==> src/rtl/ram_port_b_arbiter_if.sv <==
// OBI-style request/response bundle for one master of the shared RAM port B.
// The master drives the request fields; the arbiter returns grant, rvalid and rdata.
interface ram_port_b_arbiter_if #(
  parameter int unsigned ADDR_WIDTH = 18
);
  logic                  req;
  logic [ADDR_WIDTH-1:0] addr;
  logic                  we;
  logic [3:0]            be;
  logic [31:0]           wdata;
  logic                  gnt;
  logic                  rvalid;
  logic [31:0]           rdata;

  modport master (
    output req, addr, we, be, wdata,
    input  gnt, rvalid, rdata
  );

  modport slave (
    input  req, addr, we, be, wdata,
    output gnt, rvalid, rdata
  );
endinterface

==> src/rtl/ram_port_b_arbiter.sv <==
// Two-master arbiter for RAM port B: same-cycle grant, registered response routed
// back to the owner, and saturating grant/conflict statistics counters.
module ram_port_b_arbiter #(
  parameter int unsigned ADDR_WIDTH = 18,
  parameter int unsigned FIXED_PRIO = 0,
  parameter int unsigned CNT_WIDTH  = 32
) (
  input  logic                  clk_i,
  input  logic                  rst_ni,
  ram_port_b_arbiter_if.slave   m0,
  ram_port_b_arbiter_if.slave   m1,
  output logic                  ram_en_o,
  output logic [ADDR_WIDTH-1:0] ram_addr_o,
  output logic                  ram_we_o,
  output logic [3:0]            ram_be_o,
  output logic [31:0]           ram_wdata_o,
  input  logic [31:0]           ram_rdata_i,
  output logic [CNT_WIDTH-1:0]  cnt_gnt0_o,
  output logic [CNT_WIDTH-1:0]  cnt_gnt1_o,
  output logic [CNT_WIDTH-1:0]  cnt_conflict_o
);

  typedef enum logic {
    OWN_M0 = 1'b0,
    OWN_M1 = 1'b1
  } owner_e;

  localparam logic [CNT_WIDTH-1:0] CNT_ONE = CNT_WIDTH'(1);

  owner_e               r_last_gnt;
  owner_e               r_rsp_owner;
  logic                 r_rsp_valid;
  logic                 r_rsp_we;
  logic [CNT_WIDTH-1:0] r_cnt_gnt0;
  logic [CNT_WIDTH-1:0] r_cnt_gnt1;
  logic [CNT_WIDTH-1:0] r_cnt_conflict;

  logic w_conflict;
  logic w_gnt0;
  logic w_gnt1;
  logic w_any_gnt;
  logic w_rsp0;
  logic w_rsp1;

  // m0 wins a conflict under fixed priority, or in round-robin when m1 won last
  assign w_conflict = m0.req & m1.req;
  assign w_gnt0     = m0.req & (~m1.req | (FIXED_PRIO != 0) | (r_last_gnt == OWN_M1));
  assign w_gnt1     = m1.req & ~w_gnt0;
  assign w_any_gnt  = w_gnt0 | w_gnt1;

  always_comb begin
    ram_en_o    = w_any_gnt;
    ram_addr_o  = '0;
    ram_we_o    = 1'b0;
    ram_be_o    = '0;
    ram_wdata_o = '0;
    if (w_gnt0) begin
      ram_addr_o  = m0.addr;
      ram_we_o    = m0.we;
      ram_be_o    = m0.be;
      ram_wdata_o = m0.wdata;
    end else if (w_gnt1) begin
      ram_addr_o  = m1.addr;
      ram_we_o    = m1.we;
      ram_be_o    = m1.be;
      ram_wdata_o = m1.wdata;
    end
  end

  always_ff @(posedge clk_i) begin
    if (!rst_ni) begin
      r_last_gnt     <= OWN_M1;
      r_rsp_valid    <= 1'b0;
      r_rsp_owner    <= OWN_M0;
      r_rsp_we       <= 1'b0;
      r_cnt_gnt0     <= '0;
      r_cnt_gnt1     <= '0;
      r_cnt_conflict <= '0;
    end else begin
      r_rsp_valid <= w_any_gnt;
      if (w_any_gnt) begin
        r_last_gnt  <= w_gnt1 ? OWN_M1 : OWN_M0;
        r_rsp_owner <= w_gnt1 ? OWN_M1 : OWN_M0;
        r_rsp_we    <= ram_we_o;
      end
      if (w_gnt0 && (r_cnt_gnt0 != '1)) r_cnt_gnt0 <= r_cnt_gnt0 + CNT_ONE;
      if (w_gnt1 && (r_cnt_gnt1 != '1)) r_cnt_gnt1 <= r_cnt_gnt1 + CNT_ONE;
      if (w_conflict && (r_cnt_conflict != '1)) r_cnt_conflict <= r_cnt_conflict + CNT_ONE;
    end
  end

  assign w_rsp0 = r_rsp_valid & (r_rsp_owner == OWN_M0);
  assign w_rsp1 = r_rsp_valid & (r_rsp_owner == OWN_M1);

  assign m0.gnt    = w_gnt0;
  assign m1.gnt    = w_gnt1;
  assign m0.rvalid = w_rsp0;
  assign m1.rvalid = w_rsp1;
  assign m0.rdata  = (w_rsp0 && !r_rsp_we) ? ram_rdata_i : '0;
  assign m1.rdata  = (w_rsp1 && !r_rsp_we) ? ram_rdata_i : '0;

  assign cnt_gnt0_o     = r_cnt_gnt0;
  assign cnt_gnt1_o     = r_cnt_gnt1;
  assign cnt_conflict_o = r_cnt_conflict;

endmodule

==> src/flat_wrapper.sv <==
// flat-port wrapper written by rule: the top's interface ports become plain ports
module ram_port_b_arbiter_flat 
#(
  parameter int unsigned ADDR_WIDTH = 18,
  parameter int unsigned FIXED_PRIO = 0,
  parameter int unsigned CNT_WIDTH  = 32
)
  (clk_i, rst_ni, ram_en_o, ram_addr_o, ram_we_o, ram_be_o, ram_wdata_o, ram_rdata_i, cnt_gnt0_o, cnt_gnt1_o, cnt_conflict_o, m0_req, m0_addr, m0_we, m0_be, m0_wdata, m0_gnt, m0_rvalid, m0_rdata, m1_req, m1_addr, m1_we, m1_be, m1_wdata, m1_gnt, m1_rvalid, m1_rdata);
  ram_port_b_arbiter_if #(.ADDR_WIDTH(ADDR_WIDTH)) m0_i ();
  ram_port_b_arbiter_if #(.ADDR_WIDTH(ADDR_WIDTH)) m1_i ();
  input  logic clk_i;
  input  logic rst_ni;
  output logic ram_en_o;
  output logic [ADDR_WIDTH-1:0] ram_addr_o;
  output logic ram_we_o;
  output logic [3:0] ram_be_o;
  output logic [31:0] ram_wdata_o;
  input  logic [31:0] ram_rdata_i;
  output logic [CNT_WIDTH-1:0] cnt_gnt0_o;
  output logic [CNT_WIDTH-1:0] cnt_gnt1_o;
  output logic [CNT_WIDTH-1:0] cnt_conflict_o;
  input wire logic [$bits(m0_i.req)-1:0] m0_req;
  input wire logic [$bits(m0_i.addr)-1:0] m0_addr;
  input wire logic [$bits(m0_i.we)-1:0] m0_we;
  input wire logic [$bits(m0_i.be)-1:0] m0_be;
  input wire logic [$bits(m0_i.wdata)-1:0] m0_wdata;
  output wire logic [$bits(m0_i.gnt)-1:0] m0_gnt;
  output wire logic [$bits(m0_i.rvalid)-1:0] m0_rvalid;
  output wire logic [$bits(m0_i.rdata)-1:0] m0_rdata;
  input wire logic [$bits(m1_i.req)-1:0] m1_req;
  input wire logic [$bits(m1_i.addr)-1:0] m1_addr;
  input wire logic [$bits(m1_i.we)-1:0] m1_we;
  input wire logic [$bits(m1_i.be)-1:0] m1_be;
  input wire logic [$bits(m1_i.wdata)-1:0] m1_wdata;
  output wire logic [$bits(m1_i.gnt)-1:0] m1_gnt;
  output wire logic [$bits(m1_i.rvalid)-1:0] m1_rvalid;
  output wire logic [$bits(m1_i.rdata)-1:0] m1_rdata;
  assign m0_i.req = m0_req;
  assign m0_i.addr = m0_addr;
  assign m0_i.we = m0_we;
  assign m0_i.be = m0_be;
  assign m0_i.wdata = m0_wdata;
  assign m0_gnt = m0_i.gnt;
  assign m0_rvalid = m0_i.rvalid;
  assign m0_rdata = m0_i.rdata;
  assign m1_i.req = m1_req;
  assign m1_i.addr = m1_addr;
  assign m1_i.we = m1_we;
  assign m1_i.be = m1_be;
  assign m1_i.wdata = m1_wdata;
  assign m1_gnt = m1_i.gnt;
  assign m1_rvalid = m1_i.rvalid;
  assign m1_rdata = m1_i.rdata;
  ram_port_b_arbiter #(.ADDR_WIDTH(ADDR_WIDTH), .FIXED_PRIO(FIXED_PRIO), .CNT_WIDTH(CNT_WIDTH)) u_core (.clk_i(clk_i), .rst_ni(rst_ni), .m0(m0_i), .m1(m1_i), .ram_en_o(ram_en_o), .ram_addr_o(ram_addr_o), .ram_we_o(ram_we_o), .ram_be_o(ram_be_o), .ram_wdata_o(ram_wdata_o), .ram_rdata_i(ram_rdata_i), .cnt_gnt0_o(cnt_gnt0_o), .cnt_gnt1_o(cnt_gnt1_o), .cnt_conflict_o(cnt_conflict_o));
endmodule
==> config.mk <==
export PLATFORM = sky130hd
export DESIGN_NAME = ram_port_b_arbiter_flat
export DESIGN_NICKNAME = d
export VERILOG_FILES = /design/src/rtl/ram_port_b_arbiter_if.sv /design/src/rtl/ram_port_b_arbiter.sv /design/src/flat_wrapper.sv
export SDC_FILE = /design/constraint.sdc
export NUM_CORES = 1
export LEC_CHECK = 0
export BUFFER_PORTS_ARGS = -buffer_cell sky130_fd_sc_hd__buf_2
export CAP_MARGIN = 20
export CORE_AREA = 2 2 142 144
export CTS_CLUSTER_DIAMETER = 150
export DETAILED_ROUTE_END_ITERATION = 8
export DIE_AREA = 0 0 144 146
export SYNTH_ARGS = -nofsm -noshare
export SYNTH_HDL_FRONTEND = slang
export SYNTH_SLANG_ARGS = --single-unit
==> constraint.sdc <==
create_clock -name clk_i -period 3.9 [get_ports clk_i]
set_input_delay 0.195 -clock clk_i [delete_from_list [all_inputs] [get_ports clk_i]]
set_output_delay 0.195 -clock clk_i [all_outputs]
set_load 0.03 [all_outputs]
Word level (Yosys, flattened, before mapping)
Cells that the tools add are included.
Operators by class
  add/subtract/negate cells: 3
  equal/unequal tests: 3
  multiplexer cells: 11
  bitwise gates (word level): 10
  reductions and logical operators: 6
Operators by type and width (count)
  32-bit two-way mux: 4
  32-bit by 1-bit adder with 32-bit output, second input constant: 3
  32-bit inequality test, second input constant: 3
  18-bit two-way mux: 2
  4-bit two-way mux: 2
  1-bit bitwise AND: 5
  1-bit logical AND: 5
  1-bit two-way mux: 3
  1-bit NOT: 3
  1-bit OR: 2
  1-bit zero test: 1
Storage, ports and cells
  register bits after elaboration: 100
  input port bits: 146
  word-level logic and storage cells: 40

Logic depth before layout (Yosys ltp)
  depth after elaboration: 7
  gate-level depth with buffers: 8
  mapped depth without buffers: 6

Least setup slack after synthesis
No wires, ideal clock.
  path type: flip-flop to flip-flop
  start: reg u_core.r_cnt_gnt1[12] (netlist: u_core.cnt_gnt1_o[12])
  end: reg u_core.r_cnt_gnt1[27] (netlist: u_core.cnt_gnt1_o[27])
  arrival: 2.237 ns
  data required time: 3.830 ns
  path slack: 1.593 ns
  stages on the path, launching flop included: 8
  buffers on the path: 2
  period minus slack after synthesis: 2.307 ns
  path through: dfxtp_1 and4_1 clkbuf_1 nand3_1 or4_1 buf_2 or3_1 a21oi_1
Between the ends
  cells in the longest elaborated chain, start to end: 2
Ends and longest elaborated chain
  from (decl): line ram_port_b_arbiter.sv:35  | logic [CNT_WIDTH-1:0] r_cnt_gnt1;
  from (signal assigned): line ram_port_b_arbiter.sv:87  | if (w_gnt1 && (r_cnt_gnt1 != '1)) r_cnt_gnt1 <= r_cnt_gnt1 + CNT_ONE;
  parallel branches: the longest is 2 deep, another holds 32-bit by 1-bit adder with 32-bit output
Parallel ways; which one is timed is not known.
A chain may end at the register's enable or synchronous reset.

Worst setup path in the final report
  start: reg u_core.r_last_gnt
  end: out ram_wdata_o[20]
Between the ends
  cells in the longest elaborated chain, start to end: 6
Ends and longest elaborated chain
  from (decl): line ram_port_b_arbiter.sv:30  | owner_e r_last_gnt;
  from (signal assigned): line ram_port_b_arbiter.sv:82  | r_last_gnt <= w_gnt1 ? OWN_M1 : OWN_M0;
  1-bit OR *: line ram_port_b_arbiter.sv:47  | assign w_gnt0 = m0.req & (~m1.req | (FIXED_PRIO != 0) | (r_last_gnt == OWN_M1));
  1-bit bitwise AND *: line ram_port_b_arbiter.sv:47
  1-bit NOT: line ram_port_b_arbiter.sv:48  | assign w_gnt1 = m1.req & ~w_gnt0;
  1-bit bitwise AND: line ram_port_b_arbiter.sv:48
  32-bit two-way mux: line ram_port_b_arbiter.sv:62  | end else if (w_gnt1) begin
  32-bit two-way mux *: line ram_port_b_arbiter.sv:57  | if (w_gnt0) begin
  to (decl): line flat_wrapper.sv:17  | output logic [31:0] ram_wdata_o;
Every way passes the cells marked *; elsewhere a longest branch is shown, timed or not.

==> impl_metrics.py <==
metrics = {
    "synthesis": {
        "synth-edff-count": 0,
        "syn_area_per_cell_um2": 8.074,
        "synth_ff_type": "dfxtp_1",
        "ys_ff_latch": 100,
        "syn_nets": 886,
        "syn_inst": 737,
        "netlist_area_um2": 5951,
        "synth_warnings": 0,
        "ys_types": 56,
        "yosysSeqAreaShare_pct": 33.64,
        "synthArstFlopShare_pct": 0,
    },
    "worst_setup_path": {
        "cp-startpoint": "u_core.r_last_gnt$_SDFFE_PN1P_",
        "reg2reg_slack_ns": 1.33,
        "crit_path_end_kind": "output pin",
        "r2r_start": "u_core.cnt_gnt1_o[6]$_SDFFE_PN0P_",
        "cpMaxStageDelayCell": "buf_4",
        "critical-path-top-delay-family": "buffers and inverters",
        "max_stage_delay_ns": 0.45,
        "crit_buf_inv": 3,
        "arrival_ns": 2.42,
        "path_max_fanout": 37,
        "crit_path_cell_trace": "nand2b_1, nand2_1, inv_2, buf_4, a22o_1, buf_2",
        "critPathLaunchType": "flop",
        "r2r_cells": 5,
        "required_ns": 3.70,
        "critPathKind": "reg2out",
        "r2r_end": "u_core.cnt_gnt1_o[29]$_SDFFE_PN0P_",
    },
    "timing": {
        "rsz0062_at_grt": "no",
        "min_period_ns": 2.615,
        "hold_viol": 0,
        "finalSetupViolations": 0,
        "skew_ns": 0.01247,
        "fin_tns_setup_ns": 0,
        "worst_pin_slew_ns": 0.9517,
        "max_freq_ghz": 0.3823,
        "timing.final.ws_setup_ns": 1.285,
        "maxSlewViolCount": 0,
        "holdWs_ns": 0.2075,
        "slew_headroom_pct": 36.46,
        "period_share_pct": 67.06,
    },
    "hold_path": {
        "hp-start": "m1_req",
        "hold_end": "u_core.r_last_gnt$_SDFFE_PN1P_",
        "hold_path_class": "in2reg",
        "whs_path_depth": 3,
    },
    "power": {
        "vdd_drop_max_mv": 0.2014,
        "fin_total_pwr_mw": 2.512,
        "power_density_nw_per_um2": 302.2,
        "p_leak_nw": 3.774,
    },
    "final_layout": {
        "drive_above_1_share_pct": 37.52,
        "design_area_um2": 8312,
        "layout.nets": 1226,
        "most-common-layout-cells": "buf_2, dfxtp_1, and2_1",
        "area_growth_pct": 39.68,
        "utilization_pct": 42.99,
        "final_common_cell": "buf_2",
        "final-instance-count-excl-fill": 1348,
    },
    "routing": {
        "wl_per_cell_um": 17.05,
        "ant_nets": 0,
        "vias": 6966,
        "firstDrtPassIters": 5,
        "routed_wl_um": 22980,
        "drt_iter0_markers": 483,
        "drc": 0,
        "viasPerCell": 5.168,
    },
    "clock_tree": {
        "cts_num_sinks": 100,
        "clk_pin_slew_ns": 0.07,
        "clkLatencyLatePin_ns": 0.36,
        "cts-buffers-inserted": 9,
        "cts_max_level": 3,
        "ctsResizeCount": 0,
        "clk_path_buf_depth": 2,
        "cts_tree": "done",
        "cts_setup_buffers": 0,
        "cts-root-buf": "clkbuf_16",
        "postCtsHoldBufs": 0,
    },
    "global_routing": {
        "grt.overflow.total": 0,
        "grt_max_degree": 62,
        "grt_first_pass_wirelength_um": 34300,
        "antenna_found_initial": 0,
        "grt_usage_pct": 20.48,
        "grt_pass1_vias": 6119,
    },
    "place": {
        "portBuffers": 365,
        "placed_cells": 1331,
        "place_hpwl_um": 17880,
        "place_area_um2": 7995,
        "place_congestion": 0.8141,
        "place_worst_setup_slack_ns": 1.402,
    },
    "floorplanning": {
        "rows": 51,
        "start_util_pct": 30.78,
        "io_pins": 366,
        "die_w_um": 144,
        "die_h_um": 146,
        "fp.dieArea_um2": 21020,
        "core_um2": 19330,
    },
    "flow_run": {
        "drv_cap": 0,
    },
    "run_status": {
        "outcome": "complete, no violations",
    },
}
sequential cells by signal, summed over array words and instances (netlist names):
register               count
u_core.cnt_conflict_o     32
u_core.r_rsp_valid         1
u_core.r_rsp_we            1
u_core.r_last_gnt          1
u_core.r_rsp_owner         1
u_core.cnt_gnt0_o         32
u_core.cnt_gnt1_o         32
where the power goes:
| group | switching (mW) | internal [mW] |
|---|---|---|
| clock network | 0.446 | 0.515 |
| registers | 0.00960 | 1.03 |
| logic | 0.341 | 0.172 |
worst register-to-register path, stage by stage (launching register included):
cell     delay [ns]
dfxtp_1        0.43
and4_1         0.28
nand4_1        0.42
or4_1          0.82
or3_1          0.40
a21oi_1        0.14
how the worst max path moves through the flow:
stage	endpoint	slack [ns]	cells after the start
6_report	ram_wdata_o[20]	1.28	6
5_1_grt	ram_wdata_o[27]	1.18	6
4_1_cts	ram_wdata_o[5]	1.32	6
3_5_place_dp	u_core.cnt_gnt1_o[25]$_SDFFE_PN0P_	1.40	5
3_3_place_gp	u_core.cnt_gnt1_o[27]$_SDFFE_PN0P_	1.46	5
2_1_floorplan	u_core.cnt_gnt1_o[27]$_SDFFE_PN0P_	1.59	7
cells by family (layout without fill, tap and decap cells):
family	count (synthesis)	in the layout	synth area share, %
AO/OA/AOI/OAI	192	192	22.33
XOR/XNOR	23	23	3.385
adder cells (fa/ha/maj)	3	3	0.6308
buffers and inverters	54	399	3.722
flip-flops	100	100	33.64
multiplexers	13	13	2.187
other	0	1	0
AND/OR/NAND/NOR	352	352	34.10
synthesized netlist by cell type, types with 10 or more instances:
| master | count | area [um^2] |
|---|---|---|
| nor3_1 | 10 | 50.05 |
| a21oi_1 | 54 | 270.3 |
| nand3_1 | 26 | 130.1 |
| mux2i_1 | 13 | 130.1 |
| o31ai_1 | 23 | 172.7 |
| xor2_1 | 12 | 105.1 |
| a22o_1 | 55 | 481.7 |
| and2_1 | 67 | 419.2 |
| nand2b_1 | 11 | 68.82 |
| nor4_1 | 11 | 68.82 |
| dfxtp_1 | 100 | 2002 |
| or3_1 | 31 | 193.9 |
| o21ai_0 | 30 | 150.1 |
| or4_1 | 27 | 202.7 |
| nand4_1 | 28 | 175.2 |
| and3_1 | 12 | 75.07 |
| xnor2_1 | 11 | 96.34 |
| clkbuf_1 | 32 | 120.1 |
| nor2_1 | 38 | 142.6 |
| nand2_1 | 61 | 229.0 |
metal layers:
metal	track usage, %	share of wire, %	wire (um)
met1	30.86	49	11290
met3	5.232	7.3	1680
met2	29.81	43	9858
met5	0	0	0
met4	2.990	0.65	149
cell type report:
cell class              count  area, um^2
diodes                      1       2.502
clock buffers               9       225.2
clock inverters             7       88.84
fillers                  2031       11020
inverters                   9       33.78
multi-input cells         583        3734
flip-flops and latches    100        2002
well taps                 265       331.6
repair buffers            374        1894
(Power assumes the default switching activity.)
